$ cat config.mk
export PLATFORM = sky130hd
export DESIGN_NAME = pred_uart_tx
export DESIGN_NICKNAME = d
export VERILOG_FILES = /design/src/rtl/gru_uart_pkg.sv /design/src/rtl/uart_tx_byte.sv /design/src/rtl/pred_uart_tx.sv
export SDC_FILE = /design/constraint.sdc
export NUM_CORES = 1
export LEC_CHECK = 0
export CORE_MARGIN = 1
export CORE_UTILIZATION = 58
export CTS_BUF_LIST = sky130_fd_sc_hd__clkbuf_4 sky130_fd_sc_hd__clkbuf_8
export DETAILED_ROUTE_END_ITERATION = 12
export PLACE_DENSITY = 0.83
export SLEW_MARGIN = 10
export SYNTH_ARGS = -nofsm -noshare
export SYNTH_HDL_FRONTEND = slang
export SYNTH_SLANG_ARGS = --single-unit
$ cat constraint.sdc
create_clock -name CLOCK_50 -period 2.45 [get_ports CLOCK_50]
set_input_delay 0.49 -clock CLOCK_50 [delete_from_list [all_inputs] [get_ports CLOCK_50]]
set_output_delay 0.49 -clock CLOCK_50 [all_outputs]
set_load 0.02 [all_outputs]
$ cat src/rtl/gru_uart_pkg.sv
// Shared definitions for the prediction UART transmitter.
// Frame FSM state enum, frame length constants and default HEADER/BAUD/clock.
// Build option: PRED_TX_CHECKSUM_EN appends an XOR checksum byte (6-byte frame).
package gru_uart_pkg;

  typedef enum logic [2:0] {
    StIdle,
    StLoad,
    StSend,
    StNext,
    StDone
  } frame_state_e;

  localparam int unsigned FrameLenBase  = 5;
  localparam int unsigned FrameLenCksum = 6;

`ifdef PRED_TX_CHECKSUM_EN
  localparam int unsigned FrameLen = FrameLenCksum;
`else
  localparam int unsigned FrameLen = FrameLenBase;
`endif

  // Wide enough for a byte index of 0..FrameLen-1.
  localparam int unsigned ByteIdxW = 3;

  localparam int unsigned DefaultClkFreq = 50_000_000;
  localparam int unsigned DefaultBaud    = 115200;
  localparam logic [7:0]  DefaultHeader  = 8'hA5;

endpackage

$ cat src/rtl/uart_tx_byte.sv
// Single-byte 8N1 serialiser with a bit timer.
// Ports:
//   clk_i    - system clock, rising edge
//   rst_ni   - asynchronous active-low reset
//   start_i  - accept byte_i when ready_o is high
//   byte_i   - byte to send, LSB first
//   txd_o    - serial line, idles high
//   ready_o  - idle, or in the final cycle of the stop bit (allows back-to-back bytes)
module uart_tx_byte #(
  parameter int unsigned ClksPerBit = 434
) (
  input  logic       clk_i,
  input  logic       rst_ni,
  input  logic       start_i,
  input  logic [7:0] byte_i,
  output logic       txd_o,
  output logic       ready_o
);

  localparam int unsigned CntW    = (ClksPerBit > 1) ? $clog2(ClksPerBit) : 1;
  localparam logic [CntW-1:0] CntMax = CntW'(ClksPerBit - 1);
  localparam logic [3:0] StopIdx = 4'd9;

  logic            active_q, active_d;
  logic            txd_q, txd_d;
  logic [8:0]      shift_q, shift_d;
  logic [3:0]      bit_q, bit_d;
  logic [CntW-1:0] cnt_q, cnt_d;
  logic            bit_end;

  assign bit_end = (cnt_q == CntMax);
  // Ready one cycle early so the next start bit follows the stop bit with no gap.
  assign ready_o = ~active_q | (bit_end & (bit_q == StopIdx));
  assign txd_o   = txd_q;

  always_comb begin
    active_d = active_q;
    txd_d    = txd_q;
    shift_d  = shift_q;
    bit_d    = bit_q;
    cnt_d    = cnt_q;
    if (start_i && ready_o) begin
      active_d = 1'b1;
      txd_d    = 1'b0;
      shift_d  = {1'b1, byte_i};  // stop bit rides above the data bits
      bit_d    = '0;
      cnt_d    = '0;
    end else if (active_q) begin
      if (bit_end) begin
        cnt_d = '0;
        if (bit_q == StopIdx) begin
          active_d = 1'b0;
          txd_d    = 1'b1;
        end else begin
          bit_d   = bit_q + 4'd1;
          txd_d   = shift_q[0];
          shift_d = {1'b0, shift_q[8:1]};
        end
      end else begin
        cnt_d = cnt_q + CntW'(1);
      end
    end
  end

  always_ff @(posedge clk_i or negedge rst_ni) begin
    if (!rst_ni) begin
      active_q <= 1'b0;
      txd_q    <= 1'b1;
      shift_q  <= '0;
      bit_q    <= '0;
      cnt_q    <= '0;
    end else begin
      active_q <= active_d;
      txd_q    <= txd_d;
      shift_q  <= shift_d;
      bit_q    <= bit_d;
      cnt_q    <= cnt_d;
    end
  end

endmodule

$ cat src/rtl/pred_uart_tx.sv
// Sends a 32-bit prediction word over UART as a framed burst:
//   HEADER, pred_data[31:24], [23:16], [15:8], [7:0] (8N1, no inter-byte gap).
// Build option: PRED_TX_CHECKSUM_EN appends XOR of the preceding five bytes.
// Ports:
//   CLOCK_50   - system clock, rising edge
//   rst_n      - asynchronous active-low reset
//   pred_valid - level; its rising edge triggers a frame when idle
//   pred_data  - word captured on the trigger
//   uart_txd   - serial line, idles high
//   busy       - frame in progress
//   tx_done    - one-cycle pulse after the final stop bit
module pred_uart_tx
  import gru_uart_pkg::*;
#(
  parameter int unsigned CLK_FREQ = DefaultClkFreq,
  parameter int unsigned BAUD     = DefaultBaud,
  parameter logic [7:0]  HEADER   = DefaultHeader
) (
  input  logic        CLOCK_50,
  input  logic        rst_n,
  input  logic        pred_valid,
  input  logic [31:0] pred_data,
  output logic        uart_txd,
  output logic        busy,
  output logic        tx_done
);

  localparam int unsigned ClksPerBit = CLK_FREQ / BAUD;
  localparam logic [ByteIdxW-1:0] LastIdx = ByteIdxW'(FrameLen - 1);

  frame_state_e        state_q, state_d;
  logic [ByteIdxW-1:0] idx_q, idx_d;
  logic [31:0]         data_q, data_d;
  logic                busy_q, busy_d;
  logic                valid_q;
  logic                trig;
  logic                tx_start;
  logic                tx_ready;
  logic [7:0]          tx_byte;

  assign trig    = pred_valid & ~valid_q;
  assign busy    = busy_q;
  assign tx_done = (state_q == StDone);

`ifdef PRED_TX_CHECKSUM_EN
  logic [7:0] cksum;
  assign cksum = HEADER ^ data_q[31:24] ^ data_q[23:16] ^ data_q[15:8] ^ data_q[7:0];
`endif

  always_comb begin
    tx_byte = HEADER;
    case (idx_q)
      3'd1:    tx_byte = data_q[31:24];
      3'd2:    tx_byte = data_q[23:16];
      3'd3:    tx_byte = data_q[15:8];
      3'd4:    tx_byte = data_q[7:0];
`ifdef PRED_TX_CHECKSUM_EN
      3'd5:    tx_byte = cksum;
`endif
      default: tx_byte = HEADER;
    endcase
  end

  always_comb begin
    state_d  = state_q;
    idx_d    = idx_q;
    data_d   = data_q;
    busy_d   = busy_q;
    tx_start = 1'b0;
    unique case (state_q)
      StIdle: begin
        if (trig) begin
          data_d  = pred_data;
          idx_d   = '0;
          state_d = StLoad;
        end
      end
      StLoad: begin
        busy_d   = 1'b1;
        tx_start = tx_ready;
        if (tx_ready) state_d = StSend;
      end
      StSend: state_d = StNext;
      StNext: begin
        if (idx_q != LastIdx) begin
          idx_d   = idx_q + 3'd1;
          state_d = StLoad;
        end else if (tx_ready) begin
          // Last byte is in its final stop-bit cycle.
          busy_d  = 1'b0;
          state_d = StDone;
        end
      end
      StDone: begin
        idx_d   = '0;
        state_d = StIdle;
      end
      default: state_d = StIdle;
    endcase
  end

  always_ff @(posedge CLOCK_50 or negedge rst_n) begin
    if (!rst_n) begin
      state_q <= StIdle;
      idx_q   <= '0;
      data_q  <= '0;
      busy_q  <= 1'b0;
      valid_q <= 1'b0;
    end else begin
      state_q <= state_d;
      idx_q   <= idx_d;
      data_q  <= data_d;
      busy_q  <= busy_d;
      valid_q <= pred_valid;
    end
  end

  uart_tx_byte #(
    .ClksPerBit(ClksPerBit)
  ) u_tx_byte (
    .clk_i  (CLOCK_50),
    .rst_ni (rst_n),
    .start_i(tx_start),
    .byte_i (tx_byte),
    .txd_o  (uart_txd),
    .ready_o(tx_ready)
  );

endmodule

== After elaboration in Yosys (flattened, before gate mapping) ==
Cells that the tools add are included.

* Register bits: 64
* Output and inout port bits: 3
* Input bits: 35
* Word-level logic and storage cells: 80

* Equal/unequal tests: 18
* Muxes and demuxes: 32
* Bitwise operators: 5
* Reduce and logical (&&, ||, !) cells: 12
* Add/sub/neg operators: 3

{| class="wikitable"
|+ Operators by type and width
! cell !! count
|-
| 2-to-1 mux 9 bit || 7
|-
| case mux 8 bit (4 select lines) || 1
|-
| 2-to-1 mux 3 bit || 6
|-
| 2-to-1 mux 4 bit || 4
|-
| == test 3 x 2 -> 1 bit (second input constant) || 4
|-
| != test 2 bit (second input constant) || 6
|-
| case mux 3 bit (4 select lines) || 1
|-
| AND reduction 3 bit || 4
|-
| 2-to-1 mux 1 bit || 11
|-
| adder 9 x 1 -> 9 bit (second input constant) || 1
|-
| == test 9 bit (second input constant) || 1
|-
| case mux 3 bit (3 select lines) || 1
|-
| == test 3 x 1 -> 1 bit (second input constant) || 2
|-
| == test 3 bit (second input constant) || 2
|-
| != test 3 bit (second input constant) || 2
|-
| nonzero test 2 bit || 3
|-
| adder 4 x 1 -> 4 bit (second input constant) || 1
|-
| == test 4 bit (second input constant) || 1
|-
| AND reduction 2 bit || 2
|-
| adder 3 x 1 -> 3 bit (second input constant) || 1
|-
| logical NOT 3 bit || 1
|-
| nonzero test 3 bit || 1
|-
| bitwise AND 1 bit || 2
|-
| inverter 1 bit || 2
|-
| other kinds (3) || 3
|}

== Depth between registers and ports, before layout ==
Gate-level depths: netlist of the first run.

* Depth after elaboration: 7
* Depth in mapped cells: 8
* Depth with buffers taken out: 6

== Hierarchy ==
From an unflattened synthesis of the first run, not the netlist that was laid out.

* Cell total of the unflattened synthesis: 296
* Area total of the unflattened synthesis: 3427.0 um2

{| class="wikitable"
|+ Modules (own cells, without submodules)
! module !! times used !! area an instance (um2) !! cells an instance !! seq. area each (um2)
|-
| pred_uart_tx || 1 || 2010.7 || 144 || 1001.0
|-
| uart_tx_byte || 1 || 1416.4 || 152 || 601.8
|}

== Worst setup path after synthesis of the first run ==
OpenSTA, ideal clock, no wires.

* Path type: register to register
* Start point: reg u_tx_byte.cnt_q[2]
* End point: reg u_tx_byte.shift_q[0]
* Arrival time: 1.768 ns
* Required time: 2.327 ns
* Period minus slack after synthesis: 1.891 ns
* Path slack: 0.559 ns
* Path buffers: 1
* Stages on the path, launching flop included: 6
* Library setup time: 0.123 ns
* Path through: dfrtp_1 -> buf_6 -> or4b_4 -> o31ai_4 -> nand3_2 -> o221a_1

* Word-level cells in the longest chain between the ends: 7
* Elaborated cells on any way between the ends: 10
* Those cells by class: 2 x eq/ne; 2 x mux; 2 x bitwise; 4 x reduce/logical

{| class="wikitable"
|+ Ends and longest elaborated chain
! item !! RTL line !! source
|-
| start, declared || uart_tx_byte.sv:28 || <nowiki>logic [CntW-1:0] cnt_q, cnt_d;</nowiki>
|-
| start signal, assigned || uart_tx_byte.sv:77 || <nowiki>cnt_q <= cnt_d;</nowiki>
|-
| == test 9 bit (*) || uart_tx_byte.sv:31 || <nowiki>assign bit_end = (cnt_q == CntMax);</nowiki>
|-
| bitwise AND 1 bit || uart_tx_byte.sv:33 || <nowiki>assign ready_o = ~active_q | (bit_end & (bit_q == StopIdx));</nowiki>
|-
| bitwise OR 1 bit || uart_tx_byte.sv:33 ||
|-
| 2-to-1 mux 1 bit || pred_uart_tx.sv:70 || <nowiki>unique case (state_q)</nowiki>
|-
| logical AND 1 bit || uart_tx_byte.sv:42 || <nowiki>if (start_i && ready_o) begin</nowiki>
|-
| != test 2 bit (no line) or nonzero test 2 bit (tied branches) || -- ||
|-
| AND reduction 3 bit (no line) || -- ||
|-
| end signal, assigned || uart_tx_byte.sv:75 || <nowiki>shift_q <= shift_d;</nowiki>
|-
| end, declared || uart_tx_byte.sv:26 || <nowiki>logic [8:0] shift_q, shift_d;</nowiki>
|}

Every way passes the cells marked *; elsewhere a longest branch is shown, timed or not.
A chain may end at the register's enable or synchronous reset.

== Worst setup path after layout of the first run ==
* Start point: reg state_q[1]
* End point: out tx_done

* Word-level cells in the longest chain between the ends: 1

{| class="wikitable"
|+ Ends and longest elaborated chain
! item !! RTL line !! source
|-
| start, declared || pred_uart_tx.sv:31 || <nowiki>frame_state_e state_q, state_d;</nowiki>
|-
| start signal, assigned || pred_uart_tx.sv:104 || <nowiki>state_q <= StIdle;</nowiki>
|-
| start signal, assigned || pred_uart_tx.sv:110 || <nowiki>state_q <= state_d;</nowiki>
|-
| == test 3 bit || pred_uart_tx.sv:43 || <nowiki>assign tx_done = (state_q == StDone);</nowiki>
|-
| end, declared || pred_uart_tx.sv:25 || <nowiki>output logic tx_done</nowiki>
|}

No other way between the ends.

==> summary.txt, run 1 <==
Pwr
  – Peak VDD IR: 0.664 mV
  – Switching share of power: 0.347
  – Clk pwr share: 0.208
  – Internal power: 2.52 mW
  – Leakage: 1.56 nW
  – Pwr dens: 1020 nW/um2
  – Flop pwr share: 0.491
  – Comb pwr share: 0.301
  – Power Total: 3.86 mW
  – Psw: 1.34 mW

Timing
  – FMAX: 446 MHz
  – Final Critical Period: 2240 ps
  – Hold Slack: 105 ps
  – Unrepaired setup endpoints after global routing: false
  – Setup ws final: 208 ps
  – Final Setup Violations: 0
  – Final Max Tran Viols: 0
  – Final period utilization: 0.915
  – Clk_skew: 6.74 ps
  – Worst-margin pin slew: 589 ps
  – Post-Route Setup TNS: 0 ps
  – Final Hold Fails: 0
  – Relative slew slack: 0.606

Clock tree
  – Setup bufs post-CTS: 0
  – Reg clk slew, reported paths: 70 ps
  – Cts repair resizes: 0
  – Post-CTS Hold Buffers: 0
  – H-tree Lvls: 3
  – Sink Count: 64
  – CTS Buf Count: 9
  – CTS tree: yes
  – Clock buffer depth: 2
  – Root buffer cell: clkbuf_8
  – Worst skew pair latency: 340 ps

Drt
  – Vias: 2390
  – Wirelength per Cell: 16.8 um
  – First-pass iteration count of the detailed router: 6
  – Total Wirelength: 6670 um
  – Starting DRC count in detailed routing: 141
  – Detailed-route vias per instance: 6.04
  – Final antenna-violating net count: 0
  – DRC: 0

Place
  – Buffers on Ports: 37
  – Placed cell count: 380
  – Setup WS pre-CTS: 374 ps
  – DP Area: 3610 um2
  – DP Wirelength: 4620 um
  – Final RePlAce weighted congestion: 0.841

Finish
  – Antenna Diode Count: 0
  – # fillers: 339
  – Fin util: 0.732
  – Nets@finish: 365
  – Final Cell Area: 3790 um2
  – Layout cell share with drive strength beyond 1: 0.199
  – Fin cells: 396
  – Most frequent cells in the layout: dfrtp_1, clkdlybuf4s50_1, mux2_2
  – Syn-to-layout area delta: 20.3%
  – Commonest non-fill, non-tap cell in the layout: dfrtp_1

Critical path
  – FF-to-FF End: u_tx_byte.shift_q[7]
  – Crit. End Element: primary output
  – Reg2Reg Depth: 4
  – Worst setup SP type: flip-flop
  – WP data arrival: 1750 ps
  – Type of the worst setup path: flip-flop to primary output
  – R2r startpoint: u_tx_byte.cnt_q[2]
  – Setup slack, reg-to-reg: 400 ps
  – Crit-path max FO: 9
  – CP Data Required Time: 1960 ps

Synthesis
  – Post-synthesis net count: 326
  – Post-Syn Area: 3150 um2
  – Synth Warn #: 0
  – Gate Count Post-Synth: 282
  – Sequential-to-total area share from yosys stat: 0.509
  – Flops & latches, synth: 64
  – Mapped Avg Cell Area: 11.2 um2
  – Distinct cells, synth: 44

Worst hold path
  – Hold crit path type: input port to asynchronous set/reset pin

Global route
  – Vias in the first global route: 2332
  – Remaining Overflow, GRT: 0
  – GR Util All Layers: 0.269
  – First-pass GRT wire length: 10900 um
  – Initial antenna violation count: 0
  – Largest net degree at the start of global routing: 47

Die
  – Die X: 75.7 um
  – Cell Rows: 26
  – Io pins: 38
  – Initial Utilization: 0.609
  – Die area: 5730 um2
  – Core area: 5170 um2
  – Die H: 75.7 um

Outcome
  – Status: complete, no violations

Flow run
  – Total of max-cap violations: 0
==> sequential cells by signal, summed over array words and instances, names as in the netlist <==
register            flops
data_q                 32
u_tx_byte.cnt_q         9
u_tx_byte.shift_q       9
u_tx_byte.bit_q         4
idx_q                   3
state_q                 3
busy                    1
u_tx_byte.active_q      1
u_tx_byte.txd_o         1
valid_q                 1
==> power by group through the flow <==
stage	Sequential (mW)	Combinational, mW	Clock [mW]
2_1_floorplan	1.76	0.897	0
3_3_place_gp	1.87	1.08	0
3_5_place_dp	1.90	1.15	0
4_1_cts	1.89	1.17	0.822
5_1_grt	1.96	1.28	0.879
6_report	1.90	1.16	0.803
==> critical path, cell delays in order, from the launching register on <==
cell and delay [ps]:
dfrtp_1 480, nor2_1 190, and2_1 150, clkdlybuf4s50_1 600
==> cell families (layout without fill, tap and decap cells) <==
group	count (synthesis)	after routing	share of synthesized area
flip-flops	64	64	0.509
XOR/XNOR	6	6	0.0167
multiplexers	33	33	0.118
adder cells (fa/ha/maj)	9	9	0.0358
buffers and inverters	23	67	0.0314
AO/OA/AOI/OAI	63	63	0.133
AND/OR/NAND/NOR	84	84	0.156
==> per-layer routing <==
metal	share of wire	wire [um]	vias to the layer above	track usage
met3	0.045	301	17	0.0966
li1	-	-	1127	-
met1	0.41	2730	1173	0.316
met5	0	0	-	0
met2	0.52	3490	73	0.449
met4	0.021	141	0	0.113
==> layout make-up <==
type,instances,area (um2),area share
flip-flops and latches,64,1600,0.423
repair buffers,43,435,0.115
clock buffers,11,145,0.0383
clock inverters,5,32.5,0.00859
inverters,8,30.0,0.00793
well taps,70,87.6,0.0231
multi-input cells,195,1450,0.384
==> synth_stat cells, drive strengths merged <==
cell,number,area share
a21oi,12,0.019
a22oi,8,0.019
a311oi,1,0.0028
a31oi,6,0.012
and2,2,0.0040
and3,2,0.0040
and3b,1,0.0028
and4,2,0.0056
buf,4,0.0083
clkbuf,11,0.014
dfrtp,63,0.50
dfstp,1,0.0083
ha,9,0.036
inv,8,0.0095
mux2,33,0.12
nand2,15,0.018
nand2b,2,0.0040
nand3,10,0.017
nand3b,9,0.021
nand4,10,0.020
nor2,13,0.016
nor2b,4,0.0079
nor3,2,0.0032
nor3b,1,0.0040
nor4,1,0.0020
nor4b,1,0.0048
o2111ai,4,0.011
o211ai,1,0.0024
o21ai,21,0.035
o221a,4,0.014
o22ai,3,0.0060
o31ai,3,0.012
or3,5,0.0099
or3b,1,0.0028
or4,2,0.0048
or4b,1,0.0044
xor2,6,0.017
==> worst max-delay path by stage <==
stage	startpoint	to	depth (start not counted)
floorplan	u_tx_byte.cnt_q[2]	u_tx_byte.shift_q[0]	5
global placement	pred_valid	data_q[26]	5
detailed placement	pred_valid	data_q[16]	5
CTS	state_q[1]	tx_done	3
global route	state_q[1]	tx_done	3
finish	state_q[1]	tx_done	3
Note: power is estimated with default switching activity, not from simulation.
==> inputs of run 2 (changes only) <==
Settings changed: CORE_MARGIN 1 to default, SLEW_MARGIN 10 to 20.
==> results of run 2 <==
Final layout, timing and power as in run 1 (identical DEF).
